===== src/rtl/ram_pkg.sv =====
// ram_pkg: shared types and constants for the parametrised scratch RAM.
//   state_t          clear-sequencer states (CLEAR sweeps INIT_VAL, IDLE serves ports)
//   RDW_READ_FIRST   same-address read+write returns the old word (latency 1)
//   RDW_WRITE_FIRST  same-address read+write returns the incoming write data (latency 1)
package ram_pkg;

  typedef enum logic {
    CLEAR = 1'b0,
    IDLE  = 1'b1
  } state_t;

  localparam int unsigned RDW_READ_FIRST  = 0;
  localparam int unsigned RDW_WRITE_FIRST = 1;

endpackage


===== src/rtl/ram_core.sv =====
// ram_core: storage array with one synchronous write port and one asynchronous read port.
//   clk      in  clock, writes on posedge
//   i_we     in  write enable
//   i_waddr  in  write address
//   i_wdata  in  write data
//   i_raddr  in  read address
//   o_rdata  out read data, combinational from i_raddr
// The array has no reset; contents persist across rst.
module ram_core #(
  parameter int unsigned DATA_W = 4,
  parameter int unsigned ADDR_W = 4
) (
  input  logic              clk,
  input  logic              i_we,
  input  logic [ADDR_W-1:0] i_waddr,
  input  logic [DATA_W-1:0] i_wdata,
  input  logic [ADDR_W-1:0] i_raddr,
  output logic [DATA_W-1:0] o_rdata
);

  localparam int unsigned DEPTH = 2 ** ADDR_W;

  logic [DATA_W-1:0] r_mem [DEPTH];

  always_ff @(posedge clk) begin
    if (i_we) begin
      r_mem[i_waddr] <= i_wdata;
    end
  end

  assign o_rdata = r_mem[i_raddr];

endmodule


===== src/rtl/ram_param_clr.sv =====
// ram_param_clr: parametrised single-port scratch RAM with a post-reset clear sweep.
//   clk        in  single clock, all state on posedge
//   rst        in  asynchronous active-high reset
//   we         in  write enable (ignored while busy)
//   re         in  read request, qualifies dbo_valid (ignored while busy)
//   ab         in  word address shared by read and write
//   dbi        in  write data
//   dbo        out read data (combinational or registered per READ_LATENCY)
//   dbo_valid  out dbo carries data for an accepted read
//   busy       out clear sweep in progress
module ram_param_clr
  import ram_pkg::*;
#(
  parameter int unsigned       DATA_W         = 4,
  parameter int unsigned       ADDR_W         = 4,
  parameter int unsigned       READ_LATENCY   = 0,
  parameter int unsigned       RDW_MODE       = 0,
  parameter int unsigned       CLEAR_ON_RESET = 1,
  parameter logic [DATA_W-1:0] INIT_VAL       = '0
) (
  input  logic              clk,
  input  logic              rst,
  input  logic              we,
  input  logic              re,
  input  logic [ADDR_W-1:0] ab,
  input  logic [DATA_W-1:0] dbi,
  output logic [DATA_W-1:0] dbo,
  output logic              dbo_valid,
  output logic              busy
);

  localparam logic [ADDR_W-1:0] LAST_ADDR   = '1;
  localparam state_t            RESET_STATE = (CLEAR_ON_RESET != 0) ? CLEAR : IDLE;

  state_t            r_state;
  state_t            w_state_d;
  logic [ADDR_W-1:0] r_clr_addr;

  logic              w_port_en;
  logic              w_mem_we;
  logic [ADDR_W-1:0] w_mem_waddr;
  logic [DATA_W-1:0] w_mem_wdata;
  logic [DATA_W-1:0] w_rdata;

  // Clear FSM: state register
  always_ff @(posedge clk or posedge rst) begin
    if (rst) begin
      r_state <= RESET_STATE;
    end else begin
      r_state <= w_state_d;
    end
  end

  // Clear FSM: next state; leaves CLEAR on the edge that writes the last word
  always_comb begin
    w_state_d = r_state;
    unique case (r_state)
      CLEAR:   if (r_clr_addr == LAST_ADDR) w_state_d = IDLE;
      IDLE:    w_state_d = IDLE;
      default: w_state_d = RESET_STATE;
    endcase
  end

  // Clear FSM: outputs
  always_comb begin
    busy = 1'b0;
    unique case (r_state)
      CLEAR:   busy = 1'b1;
      IDLE:    busy = 1'b0;
      default: busy = 1'b0;
    endcase
  end

  // Sweep pointer; wraps to 0 as the sweep finishes, so a later sweep starts clean
  always_ff @(posedge clk or posedge rst) begin
    if (rst) begin
      r_clr_addr <= '0;
    end else if (r_state == CLEAR) begin
      r_clr_addr <= r_clr_addr + 1'b1;
    end
  end

  assign w_port_en = ~busy;

  // Write-port mux: the sweep owns the array while busy
  assign w_mem_we    = busy | (we & w_port_en);
  assign w_mem_waddr = busy ? r_clr_addr : ab;
  assign w_mem_wdata = busy ? INIT_VAL : dbi;

  ram_core #(
    .DATA_W(DATA_W),
    .ADDR_W(ADDR_W)
  ) u_core (
    .clk    (clk),
    .i_we   (w_mem_we),
    .i_waddr(w_mem_waddr),
    .i_wdata(w_mem_wdata),
    .i_raddr(ab),
    .o_rdata(w_rdata)
  );

  if (READ_LATENCY == 0) begin : g_lat0
    assign dbo       = w_rdata;
    assign dbo_valid = re & w_port_en;
  end else begin : g_lat1
    logic [DATA_W-1:0] r_dbo;
    logic              r_dbo_valid;
    logic              w_rd_fire;
    logic [DATA_W-1:0] w_rd_word;

    assign w_rd_fire = re & w_port_en;
    // Read and write share ab, so any accepted write this cycle hits the read address
    assign w_rd_word = ((RDW_MODE == RDW_WRITE_FIRST) && we) ? dbi : w_rdata;

    always_ff @(posedge clk or posedge rst) begin
      if (rst) begin
        r_dbo       <= '0;
        r_dbo_valid <= 1'b0;
      end else begin
        r_dbo_valid <= w_rd_fire;
        if (w_rd_fire) begin
          r_dbo <= w_rd_word;
        end
      end
    end

    assign dbo       = r_dbo;
    assign dbo_valid = r_dbo_valid;
  end

endmodule


===== config.mk =====
export PLATFORM = sky130hd
export DESIGN_NAME = ram_param_clr
export DESIGN_NICKNAME = d
export VERILOG_FILES = /design/src/rtl/ram_pkg.sv /design/src/rtl/ram_core.sv /design/src/rtl/ram_param_clr.sv
export SDC_FILE = /design/constraint.sdc
export NUM_CORES = 1
export LEC_CHECK = 0
export BUFFER_PORTS_ARGS = -buffer_cell sky130_fd_sc_hd__buf_2
export CAP_MARGIN = 20
export CELL_PAD_IN_SITES_DETAIL_PLACEMENT = 1
export CELL_PAD_IN_SITES_GLOBAL_PLACEMENT = 1
export CORE_ASPECT_RATIO = 1.4
export CORE_MARGIN = 2
export CORE_UTILIZATION = 55
export CTS_BUF_LIST = sky130_fd_sc_hd__clkbuf_16
export CTS_CLUSTER_SIZE = 24
export DETAILED_ROUTE_END_ITERATION = 12
export PLACE_DENSITY_LB_ADDON = 0.25
export RECOVER_POWER = 50
export SLEW_MARGIN = 20
export SYNTH_ARGS = -nofsm -noshare
export SYNTH_HDL_FRONTEND = slang
export SYNTH_HIERARCHICAL = 1
export SYNTH_SLANG_ARGS = --single-unit

===== constraint.sdc =====
create_clock -name clk -period 5.11 [get_ports clk]
set_input_delay 0.7665 -clock clk [delete_from_list [all_inputs] [get_ports clk]]
set_output_delay 0.7665 -clock clk [all_outputs]
set_load 0.02 [all_outputs]

======== Word-level counts from Yosys, hierarchy flattened ========
Memories as Yosys holds them, arrays and structs flattened.
Cells that the tools add are included.
word-level totals
  bits in registers ....................... 5
  RAM bits ................................ 64
  word-level logic and storage cells ...... 17
  memories kept ........................... 1
operators by class
  add/sub/neg operators ................... 1
  bitwise logic cells ..................... 5
  equality and inequality tests ........... 1
  mux-type cells .......................... 7
memories
  name          words  bits a word  read ports  clocked after Yosys merged registers in  wr ports  line            source
  u_core.r_mem  16     4            1           0                                        1         ram_core.sv:23  logic [DATA_W-1:0] r_mem [DEPTH];
operators with widths
  cell                   count
  $mux W4                2
  $add A4 B1 Y4 const B  1
  $eq A4 B4 Y1 const B   1
  $pmux W1 S2            2
  $mux W1                3
  $and A1 B1 Y1          2
  $not A1 Y1             2
  $or A1 B1 Y1           1

======== Depth between registers and ports, before layout ========
Gate-level depths: netlist (run 1).
  depth after elaboration ................. 7
  depth in mapped cells ................... 5

======== Modules after synthesis ========
Netlist (run 1), hierarchy kept.
modules (own cells, without submodules)
  module         cells each  times used  area each (µm²)  sequential area each (µm²)
  ram_core       126         1           2,586.2          1,921.8
  ram_param_clr  27          1           307.8            125.1

======== Least setup slack after synthesis (run 1) ========
Ideal clock, no wire load.
  kind .................................... input-to-output
  start ................................... in ab[1]
  end ..................................... out dbo[1]
  stages .................................. 5
  slack ................................... 2.500 ns
  buffers on the path ..................... 2
  arrival ................................. 1.844 ns
  path through ............................ clkbuf_1 buf_2 mux4_2 a22oi_1 nand3_1
between the ends
  cells in the longest elaborated chain, start to end .. 1
RTL lines
  what            line                 source
  from (decl)     ram_param_clr.sv:25  input logic [ADDR_W-1:0] ab,
  $mem_v2 Z16 W4  --
  to (decl)       ram_param_clr.sv:27  output logic [DATA_W-1:0] dbo,
Every way passes these cells.

======== Final worst setup path (run 1) ========
  start ................................... in ab[0]
  end ..................................... out dbo[0]
The elaborated chain is that of the path after synthesis.

==> key figures, run 1 <==
Run status
  • Status: finished, final reports clean

Synth
  • Mapped Area: 2890 sq um
  • Mux contribution to synthesized area: ~16%
  • Mapped Nets: approximately 170
  • Largest family of logic cells by synthesized area: multiplexers
  • Synth unique cells: 24
  • Syn Area/Cell: 18.9 sq um
  • Synth Area in Compound Gates: just over 1%
  • Area leader, netlist: edfxtp_1
  • Sequential element share of the synthesized area: 70.7%
  • Synth warn: 6
  • Synthesis-stage register bit count: 69
  • Simple-gate share of the synthesized area: under 10%
  • Post-synthesis adder-cell area fraction: 0.432%
  • Top post-synthesis cells by area: edfxtp_1 66%, mux4_1 13%, dfrtp_1 4.3%, nand3_1 1.7%, nor2_1 1.7%
  • Syn Inst Count: 153
  • Xor/xnor share of the synthesized area: less than 1%
  • Area share of the largest cell type after synthesis: 66.4%

Clock network
  • Worst-Skew Late Latency: between 300 and 400 ps
  • Post-CTS sizing: 0
  • CTS tree: built
  • Htree depth: 3
  • Clock Path Buffers: 2
  • Postcts setup bufs: 0
  • Clock Sinks: 69
  • Root Buffer: clkbuf_16
  • Hold_buf cts: 0
  • CTS Buf Count: 9
  • CTS clock-pin slew for the worst setup and hold paths: 50 ps

Placement
  • GP Congestion: 0.743
  • DPL Wire Length: 3.87 mm
  • Placed Instances: 231
  • PortBufs: 17

Setup path
  • Crit start category: primary input
  • Worst r2r path cells: 3
  • CP Data Required Time: 4340 ps
  • Maximum fanout along the worst path: 17
  • R2R Path Start: r_state$_DFF_PP0_
  • CP endpoint: dbo[0]
  • Crit. Startpoint: ab[0]
  • R2R setup slack: 2590 ps
  • R2r endpoint: u_core/r_mem[0][1]$_DFFE_PP_
  • Critical Path AT: 2310 ps
  • Setup Crit Path Kind: primary input to output port
  • CP endpoint kind: output port

Timing
  • Setup-failing EPs final: 0
  • Worst Skew: between 4 and 5 ps
  • Max transition margin: 36.4%
  • Peak Freq: between 0.3 and 0.4 GHz
  • Min Tclk post-route: 3080 ps
  • Final period util: roughly 60%
  • Pins Over Slew Limit: 0
  • RSZ-0062 raised after global routing: false
  • Fin. Hold Viols: 0
  • Setup TNS Final: 0 ps
  • Worst-Margin Slew: 954 ps

Worst hold path
  • Worst min-delay path class: primary input to async pin

Drt
  • Total length of routed wires: roughly 5.6 mm
  • Final ANT Viol Nets: 0
  • Initial DRT Pass Iterations: 4
  • DRC: 0
  • Wire per inst: 22.6 um
  • Via/cell ratio: 5.89
  • DR iter-0 viols: 34
  • Via count: 1456

Power and ir drop
  • Maximum vdd ir drop: between 0.0002 and 0.00025 V
  • Power per cell area: 385 nW/um^2
  • LEAKAGE: about 1.2 nW

Job
  • Max Cap Viol: 0

Global route
  • Initial antenna violation count: 0
  • Vias in the first global route: 1569
  • First-pass GRT wire length: 8.92 mm
  • GRT Residual Overflow: 0
  • Pin count of the biggest net entering global routing: 18
  • All-Layer GR Usage: 21.9%

Cells and area
  • Share of cells above drive strength 1: approximately 22%
  • Nets@finish: 189
  • Commonest non-fill, non-tap cells in the layout: 64 x edfxtp_1, 17 x buf_2, 14 x mux4_1, 13 x nor2_1, 10 x nand3_1
  • Most common cell after layout, fill and taps aside: edfxtp_1
  • Ant diodes: 0
  • Area grow syn2layout: 14.1%
  • Non-filler cells, final: between 200 and 250
  • Fillers: 468

Die
  • Die Wd: 65.3 um
  • Die Area: 5870 sq um
  • Die Height: 89.8 um
  • IO Pins: 18
  • Rows: 31
  • Initial Util: 56.5%
  • Core area: a little over 5000 sq um
[area by class of cell]
type / instances / area (sq um) / share of cell area, %
Clock buffer: 9 / 225 / 6.82
Clock inverter: 7 / 66.3 / 2.01
Inverter: 2 / 7.51 / 0.227
Multi-Input combinational cell: 77 / 788 / 23.9
Sequential cell: 69 / 2050 / 62.0
Tap cell: 66 / 82.6 / 2.50
Timing Repair Buffer: 17 / 85.1 / 2.58
[worst min-delay path by stage]
stage | end | cells past startpoint
3_3_place_gp | r_clr_addr[3]$_DFFE_PP0N_ | 1
2_1_floorplan | r_clr_addr[3]$_DFFE_PP0N_ | 1
4_1_cts | r_clr_addr[0]$_DFFE_PP0N_ | 2
5_1_grt | r_clr_addr[0]$_DFFE_PP0N_ | 2
6_report | r_clr_addr[3]$_DFFE_PP0N_ | 2
3_5_place_dp | r_clr_addr[3]$_DFFE_PP0N_ | 1
[power by group]
group	leakage, nW	internal, mW	total, mW	switching (mW)
Combinational	0.384	0.0230	0.0637	0.0407
Clock	0.135	0.373	0.587	0.214
Sequential	0.643	0.621	0.621	0.000356
[metal layers]
| metal | vias to the layer above | track usage (%) | wire (um) |
|---|---|---|---|
| li1 | 666 | - | - |
| met1 | 736 | 28.0 | 2250 |
| met2 | 45 | 36.5 | 3050 |
| met3 | 9 | 4.63 | 200 |
| met4 | 0 | 8.33 | 95 |
| met5 | - | 0 | 0 |
[cells in the mapped netlist (all sizes together)]
| master | count |
|---|---|
| nor2 | 13 |
| nand3b | 2 |
| xnor2 | 3 |
| nand4b | 1 |
| buf | 4 |
| or3b | 1 |
| edfxtp | 64 |
| a22oi | 4 |
| nand3 | 10 |
| mux2 | 5 |
| nor2b | 2 |
| inv | 2 |
| dfrtp | 5 |
| nand2b | 4 |
| mux4 | 16 |
| ha | 1 |
| and2 | 5 |
| clkbuf | 1 |
| nand2 | 6 |
| nor3 | 4 |
[logic make-up (layout without fill, tap and decap cells)]
logic type	Yosys count	count (layout)
adder cells (fa/ha/maj)	1	1
flip-flops	69	69
multiplexers	21	21
buffers and inverters	7	35
XOR/XNOR	3	3
AO/OA/AOI/OAI	4	4
AND/OR/NAND/NOR	48	48
[per-stage QoR]
step | hold slack [ps] | power [mW] | worst slack, ps | util (%) | area [sq um]
floorplan | 464 | 0.676 | 2500 | - | 2890
global placement | 490 | 0.693 | 2020 | 58.8 | 3010
detailed placement | 503 | 0.697 | 1990 | 58.8 | 3010
CTS | 334 | 1.28 | 1990 | 64.5 | 3300
global route | 349 | 1.31 | 1920 | 64.5 | 3300
finish | 334 | 1.27 | 2030 | 64.5 | 3300
[flip-flops by register name (all words and copies together) (netlist names)]
register / count
r_state: 1
u_core/r_mem: 64
r_clr_addr: 4
[critical path, cell delays in order]
cell     delay, ps
buf_2          410
mux4_1         610
a22oi_1        240
nand3_1        110
buf_2          170
(Power assumes the default switching activity.)
==> run 2, diff against run 1 <==
--- a/config.mk
+++ b/config.mk
@@ -5,13 +5,14 @@
 export SDC_FILE = /design/constraint.sdc
 export NUM_CORES = 1
 export LEC_CHECK = 0
+export ABC_AREA = 1
 export BUFFER_PORTS_ARGS = -buffer_cell sky130_fd_sc_hd__buf_2
 export CAP_MARGIN = 20
 export CELL_PAD_IN_SITES_DETAIL_PLACEMENT = 1
 export CELL_PAD_IN_SITES_GLOBAL_PLACEMENT = 1
 export CORE_ASPECT_RATIO = 1.4
 export CORE_MARGIN = 2
-export CORE_UTILIZATION = 55
+export CORE_UTILIZATION = 47
 export CTS_BUF_LIST = sky130_fd_sc_hd__clkbuf_16
 export CTS_CLUSTER_SIZE = 24
 export DETAILED_ROUTE_END_ITERATION = 12
==> constraint.sdc (replaced) <==
create_clock -name clk -period 3.1 [get_ports clk]
set_input_delay 0.465 -clock clk [delete_from_list [all_inputs] [get_ports clk]]
set_output_delay 0.465 -clock clk [all_outputs]
set_load 0.02 [all_outputs]
==> key figures, run 2 <==
Global route
  • Vias in the first global route: 2494
  • First-pass GRT wire length: 12.6 mm
  • GRT Residual Overflow: 0
  • Initial antenna violation count: 0
  • Pin count of the biggest net entering global routing: 33
  • All-Layer GR Usage: 23.9%

Timing
  • Worst-Margin Slew: around 630 ps
  • Final period util: 71.6%
  • Setup TNS Final: 0 ps
  • RSZ-0062 raised after global routing: false
  • Pins Over Slew Limit: 0
  • Setup-failing EPs final: 0
  • Worst Skew: 3.77 ps
  • Min Tclk post-route: approximately 2200 ps
  • Max transition margin: 58.3%
  • Fin. Hold Viols: 0
  • Peak Freq: 0.450 GHz

Synth
  • Syn Area/Cell: 9.60 sq um
  • Most frequent cell after synthesis: nand2_1
  • Syn Inst Count: ~330
  • Synth warn: 6
  • Synth unique cells: 18
  • Area share of the largest cell type after synthesis: 60.0%
  • Synthesis-stage register bit count: 69
  • Synth Flop Type: edfxtp_1
  • EDFF count, synth: 64
  • Ys async rst share: 7.25%
  • Area leader, netlist: edfxtp_1
  • Most frequent cells after synthesis: 107 x nand2_1, 64 x edfxtp_1, 64 x inv_1, 51 x nand3_1, 18 x nor2_1
  • Top post-synthesis cells by area: edfxtp_1 60%, nand2_1 13%, nand3_1 8.0%, inv_1 7.5%, dfrtp_1 3.9%
  • Mapped Nets: 347
  • Sequential element share of the synthesized area: 63.9%
  • Mapped Area: 3210 sq um

Die
  • IO Pins: 18
  • Die Area: 7510 sq um
  • Die Wd: 73.8 um
  • Core area: 6610 sq um
  • Die Height: 102 um
  • Initial Util: 48.5%
  • Rows: 35

Placement
  • PortBufs: 17
  • DPL Wire Length: 5.76 mm
  • GP Congestion: 0.837
  • Placed Instances: 432

Run status
  • Status: finished, final reports clean

Cells and area
  • Register area: 2050 sq um
  • Util after Layout: 54.4%
  • Top flop regs: u_core/r_mem (64), r_clr_addr (4), r_state (1)
  • Max reg flops: 64
  • Biggest register: u_core/r_mem
  • Fillers: between 700 and 800
  • Nets@finish: 364
  • Ant diodes: 0
  • Non-filler cells, final: 448
  • Commonest non-fill, non-tap cells in the layout: 107 x nand2_1, 65 x inv_1, 64 x edfxtp_1, 51 x nand3_1, 18 x nor2_1
  • Area grow syn2layout: 12.3%
  • Multi-input logic area: slightly below 800 sq um
  • Most common cell after layout, fill and taps aside: nand2_1
  • Share of cells above drive strength 1: 9.27%

Setup path
  • Maximum fanout along the worst path: 18
  • CP dominant cell by count: nand2_1
  • Setup Crit Path Kind: primary input to output port
  • CP delay by family, top: buffers and inverters
  • CP bufs+invs: 3
  • Crit path cell chain: buf_2, buf_4, nand2_1, nand2_1, nand2_1, nand3_1, nand3_1, nand2_1, buf_2
  • Crit path max-delay cell type: buf_2
  • Crit. Startpoint: ab[0]
  • CP endpoint kind: output port
  • CP max stage delay: 330 ps
  • R2R Path Start: r_state$_DFF_PP0_
  • Critical Path AT: 1760 ps
  • Crit start category: primary input
  • CP Data Required Time: approximately 2600 ps

Clock network
  • Root Buffer: clkbuf_16
  • Post-CTS sizing: 0
  • CTS clock-pin slew for the worst setup and hold paths: 50 ps
  • Clock Path Buffers: 2
  • CTS Buf Count: 9
  • Worst-Skew Late Latency: 330 ps
  • CTS tree: built
  • Hold_buf cts: 0
  • Htree depth: 3
  • Postcts setup bufs: 0
  • Clock Sinks: 69

Job
  • Max Cap Viol: 0

Power and ir drop
  • Maximum vdd ir drop: 0.000328 V
  • Power per cell area: between 500 and 600 nW/um^2
  • LEAKAGE: 1.63 nW

Drt
  • Via count: 2298
  • Wire per inst: 18.1 um
  • DR iter-0 viols: between 150 and 200
  • Initial DRT Pass Iterations: 4
  • Total length of routed wires: 8.10 mm
  • Via/cell ratio: 5.13
  • Final ANT Viol Nets: 0
  • DRC: 0

Worst hold path
  • Worst min-delay path class: primary input to async pin
-- run 2: final timing paths --
path / cells past startpoint / slack [ps] / to
max: 9 / 880 / dbo[1]
min: 2 / 40 / r_state$_DFF_PP0_
max reg2reg: 6 / 990 / u_core/r_mem[2][3]$_DFFE_PP_
min reg2reg: 1 / 530 / r_clr_addr[0]$_DFFE_PP0N_
max in group asynchronous: 2 / 2870 / r_clr_addr[1]$_DFFE_PP0N_
min in group clk: 1 / 530 / r_clr_addr[0]$_DFFE_PP0N_
-- run 2: worst reg2reg max path: cells and delay by family (launching register included) --
family                 cells  cell delay, ps
AND/OR/NAND/NOR            4             800
buffers and inverters      2             320
flip-flops                 1             650
-- run 2: report_power, final --
part	leakage (nW)	switching, mW	internal, mW
sequential	0.643	0.000688	1.02
combinational	0.854	0.0988	0.0345
clock	0.135	0.373	0.616
-- run 2: final cells by class --
type | count | area share, %
flip-flops and latches | 69 | 56.9
multi-input cells | 186 | 22.1
inverters | 67 | 7.19
clock buffers | 9 | 6.26
well taps | 92 | 3.20
repair buffers | 18 | 2.57
clock inverters | 7 | 1.81
-- run 2: cells by family after synthesis --
group	share of synthesized area, %
AOI/OAI and AO/OA	0.625
xor gates and xnor gates	0.547
adders and majority gates	0.390
buffers and inverters	11.3
DFF	63.9
and+or+nand+nor	23.3
-- run 2: per-layer routing --
metal  wire, um  GRT usage (%)
met3        333           3.18
met1       2950           25.6
met5          0              0
met4        254           13.0
met2       4560           44.2
-- run 2: through the flow --
step                      instance area [sq um]  hold slack (ps)  total power [mW]  setup slack (ps)
after floorplan                            3210              244              1.14              1480
after global placement                     3310              380              1.17               978
after detailed placement                   3310              385              1.18               871
after CTS                                  3600             37.2              2.16               851
after global routing                       3600             66.3              2.20               705
final                                      3600             39.1              2.15               879
==> run 3, diff against run 2 <==
--- a/config.mk
+++ b/config.mk
@@ -12,7 +12,7 @@
 export CELL_PAD_IN_SITES_GLOBAL_PLACEMENT = 1
 export CORE_ASPECT_RATIO = 1.4
 export CORE_MARGIN = 2
-export CORE_UTILIZATION = 47
+export CORE_UTILIZATION = 42
 export CTS_BUF_LIST = sky130_fd_sc_hd__clkbuf_16
 export CTS_CLUSTER_SIZE = 24
 export DETAILED_ROUTE_END_ITERATION = 12
==> constraint.sdc (replaced) <==
create_clock -name clk -period 1.97 [get_ports clk]
set_input_delay 0.2955 -clock clk [delete_from_list [all_inputs] [get_ports clk]]
set_output_delay 0.2955 -clock clk [all_outputs]
set_load 0.02 [all_outputs]
==> key figures, run 3 (synthesized netlist as in run 2, its figures left out) <==
Run status
  • Status: finished, final reports clean

Cells and area
  • Top flop regs: u_core/r_mem (64), r_clr_addr (4), r_state (1)
  • Commonest non-fill, non-tap cells in the layout: 107 x nand2_1, 66 x inv_1, 64 x edfxtp_1, 51 x nand3_1, 18 x nor2_1
  • Most common cell after layout, fill and taps aside: nand2_1
  • Non-filler cells, final: 459
  • Nets@finish: 370
  • Share of cells above drive strength 1: between 10% and 20%
  • Fillers: approximately 850
  • Max reg flops: 64
  • Ant diodes: 0
  • Biggest register: u_core/r_mem
  • Area grow syn2layout: 13.8%
  • Util after Layout: roughly 50%

Drt
  • Wire per inst: ~16 um
  • Via count: 2231
  • Final ANT Viol Nets: 0
  • Total length of routed wires: 7.36 mm
  • DRC: 0
  • Via/cell ratio: 4.86
  • DR iter-0 viols: 76
  • Initial DRT Pass Iterations: 4

Setup path
  • Maximum fanout along the worst path: 10
  • Crit path cell chain: o21ai_0, nand3b_1, nor2_1
  • CP bufs+invs: 0
  • Worst path depth: 3
  • CP max stage delay: 470 ps
  • Worst r2r path cells: 3
  • Crit start category: register
  • CP endpoint kind: register
  • CP delay by family, top: simple AND/OR/NAND/NOR gates
  • Critical Path AT: 1830 ps
  • Setup Crit Path Kind: register to register
  • Crit path max-delay cell type: dfrtp_1
  • CP Data Required Time: 1950 ps

Timing
  • Slack of the critical path: 120 ps
  • Worst-Margin Slew: 620 ps
  • Min Tclk post-route: approximately 1800 ps
  • Max transition margin: 58.6%
  • Peak Freq: 0.541 GHz
  • Worst hold margin: 411 ps
  • Worst Skew: 7.68 ps
  • RSZ-0062 raised after global routing: true
  • Final period util: 93.9%
  • Fin. Hold Viols: 0
  • Setup-failing EPs final: 0
  • Pins Over Slew Limit: 0

Die
  • Die Wd: 77.8 um
  • IO Pins: 18
  • Die Area: between 8000 and 9000 sq um
  • Initial Util: 43.5%
  • Die Height: 107 um
  • Core area: 7360 sq um
  • Rows: 37

Clock network
  • CTS clock-pin slew for the worst setup and hold paths: 50 ps
  • CTS tree: built
  • Clock Path Buffers: 2
  • Root Buffer: clkbuf_16
  • Clock Sinks: 69
  • Worst-Skew Late Latency: approximately 330 ps
  • CTS Buf Count: 9
  • Post-CTS sizing: 0
  • Htree depth: 3
  • Postcts setup bufs: 0

Job
  • Max Cap Viol: 0

Placement
  • Post-Place Worst Slack: 140 ps
  • DPL Wire Length: 5.39 mm
  • GP Congestion: 0.793
  • Placed Instances: around 440
  • PortBufs: 17

Global route
  • All-Layer GR Usage: about a fifth
  • First-pass GRT wire length: 11.9 mm
  • Vias in the first global route: 2373
  • Pin count of the biggest net entering global routing: 33
  • GRT Residual Overflow: 0
  • Initial antenna violation count: 0

Power and ir drop
  • NetSw: 708 uW
  • LEAKAGE: 1.67 nW
  • Flop pwr share: between 40% and 50%
  • Sw Ratio: 21.2%
  • Combinational Power Share: 6.5%
  • Cell-internal power: approximately 2.6 mW
  • Power per cell area: between 900 and 1000 nW/um^2
  • Clk pwr share: 45.3%
  • Maximum vdd ir drop: 0.000836 V

Worst hold path
  • Worst min-delay path class: primary input to async pin
-- run 3: changes by cell type in the layout (fill, tap and decap cells not counted), sizes merged --
cell	previous run	this run
buf	18	23
clkinvlp	2	1
dlygate4sd3	0	1
inv	68	69
-- run 3: cell type report --
| type | count | area, sq um | area share (%) |
|---|---|---|---|
| Sequential cell | 69 | 2050 | 56.1 |
| Multi-Input combinational cell | 186 | 796 | 21.8 |
| Inverter | 67 | 259 | 7.10 |
| Clock buffer | 9 | 225 | 6.17 |
| Timing Repair Buffer | 24 | 140 | 3.84 |
| Tap cell | 97 | 121 | 3.33 |
| Clock inverter | 7 | 58.8 | 1.61 |
-- run 3: final timing paths --
check / startpoint / to / slack (ps)
setup / recovery: r_state$_DFF_PP0_ / u_core/r_mem[9][3]$_DFFE_PP_ / 120
max in group asynchronous: rst / r_clr_addr[0]$_DFFE_PP0N_ / 1380
hold / removal: rst / r_clr_addr[3]$_DFFE_PP0N_ / 410
hold reg to reg: r_clr_addr[0]$_DFFE_PP0N_ / r_clr_addr[0]$_DFFE_PP0N_ / 540
setup reg to reg: r_state$_DFF_PP0_ / u_core/r_mem[9][3]$_DFFE_PP_ / 120
min in group clk: r_clr_addr[0]$_DFFE_PP0N_ / r_clr_addr[0]$_DFFE_PP0N_ / 540
-- run 3: stage by stage --
step	power, mW	instance area, sq um	TNS (ps)
after floorplan	1.79	3210	0
after global routing	3.44	3650	-1.45
after detailed placement	1.86	3350	0
after CTS	3.36	3650	0
after global placement	1.85	3350	0
final	3.34	3650	0
-- run 3: per-layer routing --
layer | vias up | GRT usage [%] | share of wire (%) | routed length (um)
li1 | 1104 | - | - | -
met1 | 1069 | 22.5 | 41 | 3020
met2 | 48 | 34.7 | 54 | 3960
met3 | 10 | 4.61 | 3.5 | 258
met4 | 0 | 6.89 | 1.6 | 121
met5 | - | 0 | 0 | 0
-- run 3: repair_timing --
item,in CTS,in global routing
endpoints found under the setup margin,0,3
hold buffers,1,0
hold endpoints to repair,5,0
-- run 3: power by group through the flow --
stage,logic (mW),clock network [mW],registers (mW)
detailed placement,0.218,0,1.64
floorplan,0.148,0,1.64
global route,0.244,1.59,1.61
finish,0.216,1.51,1.61
global placement,0.213,0,1.64
CTS,0.220,1.53,1.61
-- run 3: tightest hold or removal path: stages --
cell and delay (ps):
dlygate4sd3_1 530, buf_2 120, inv_1 160
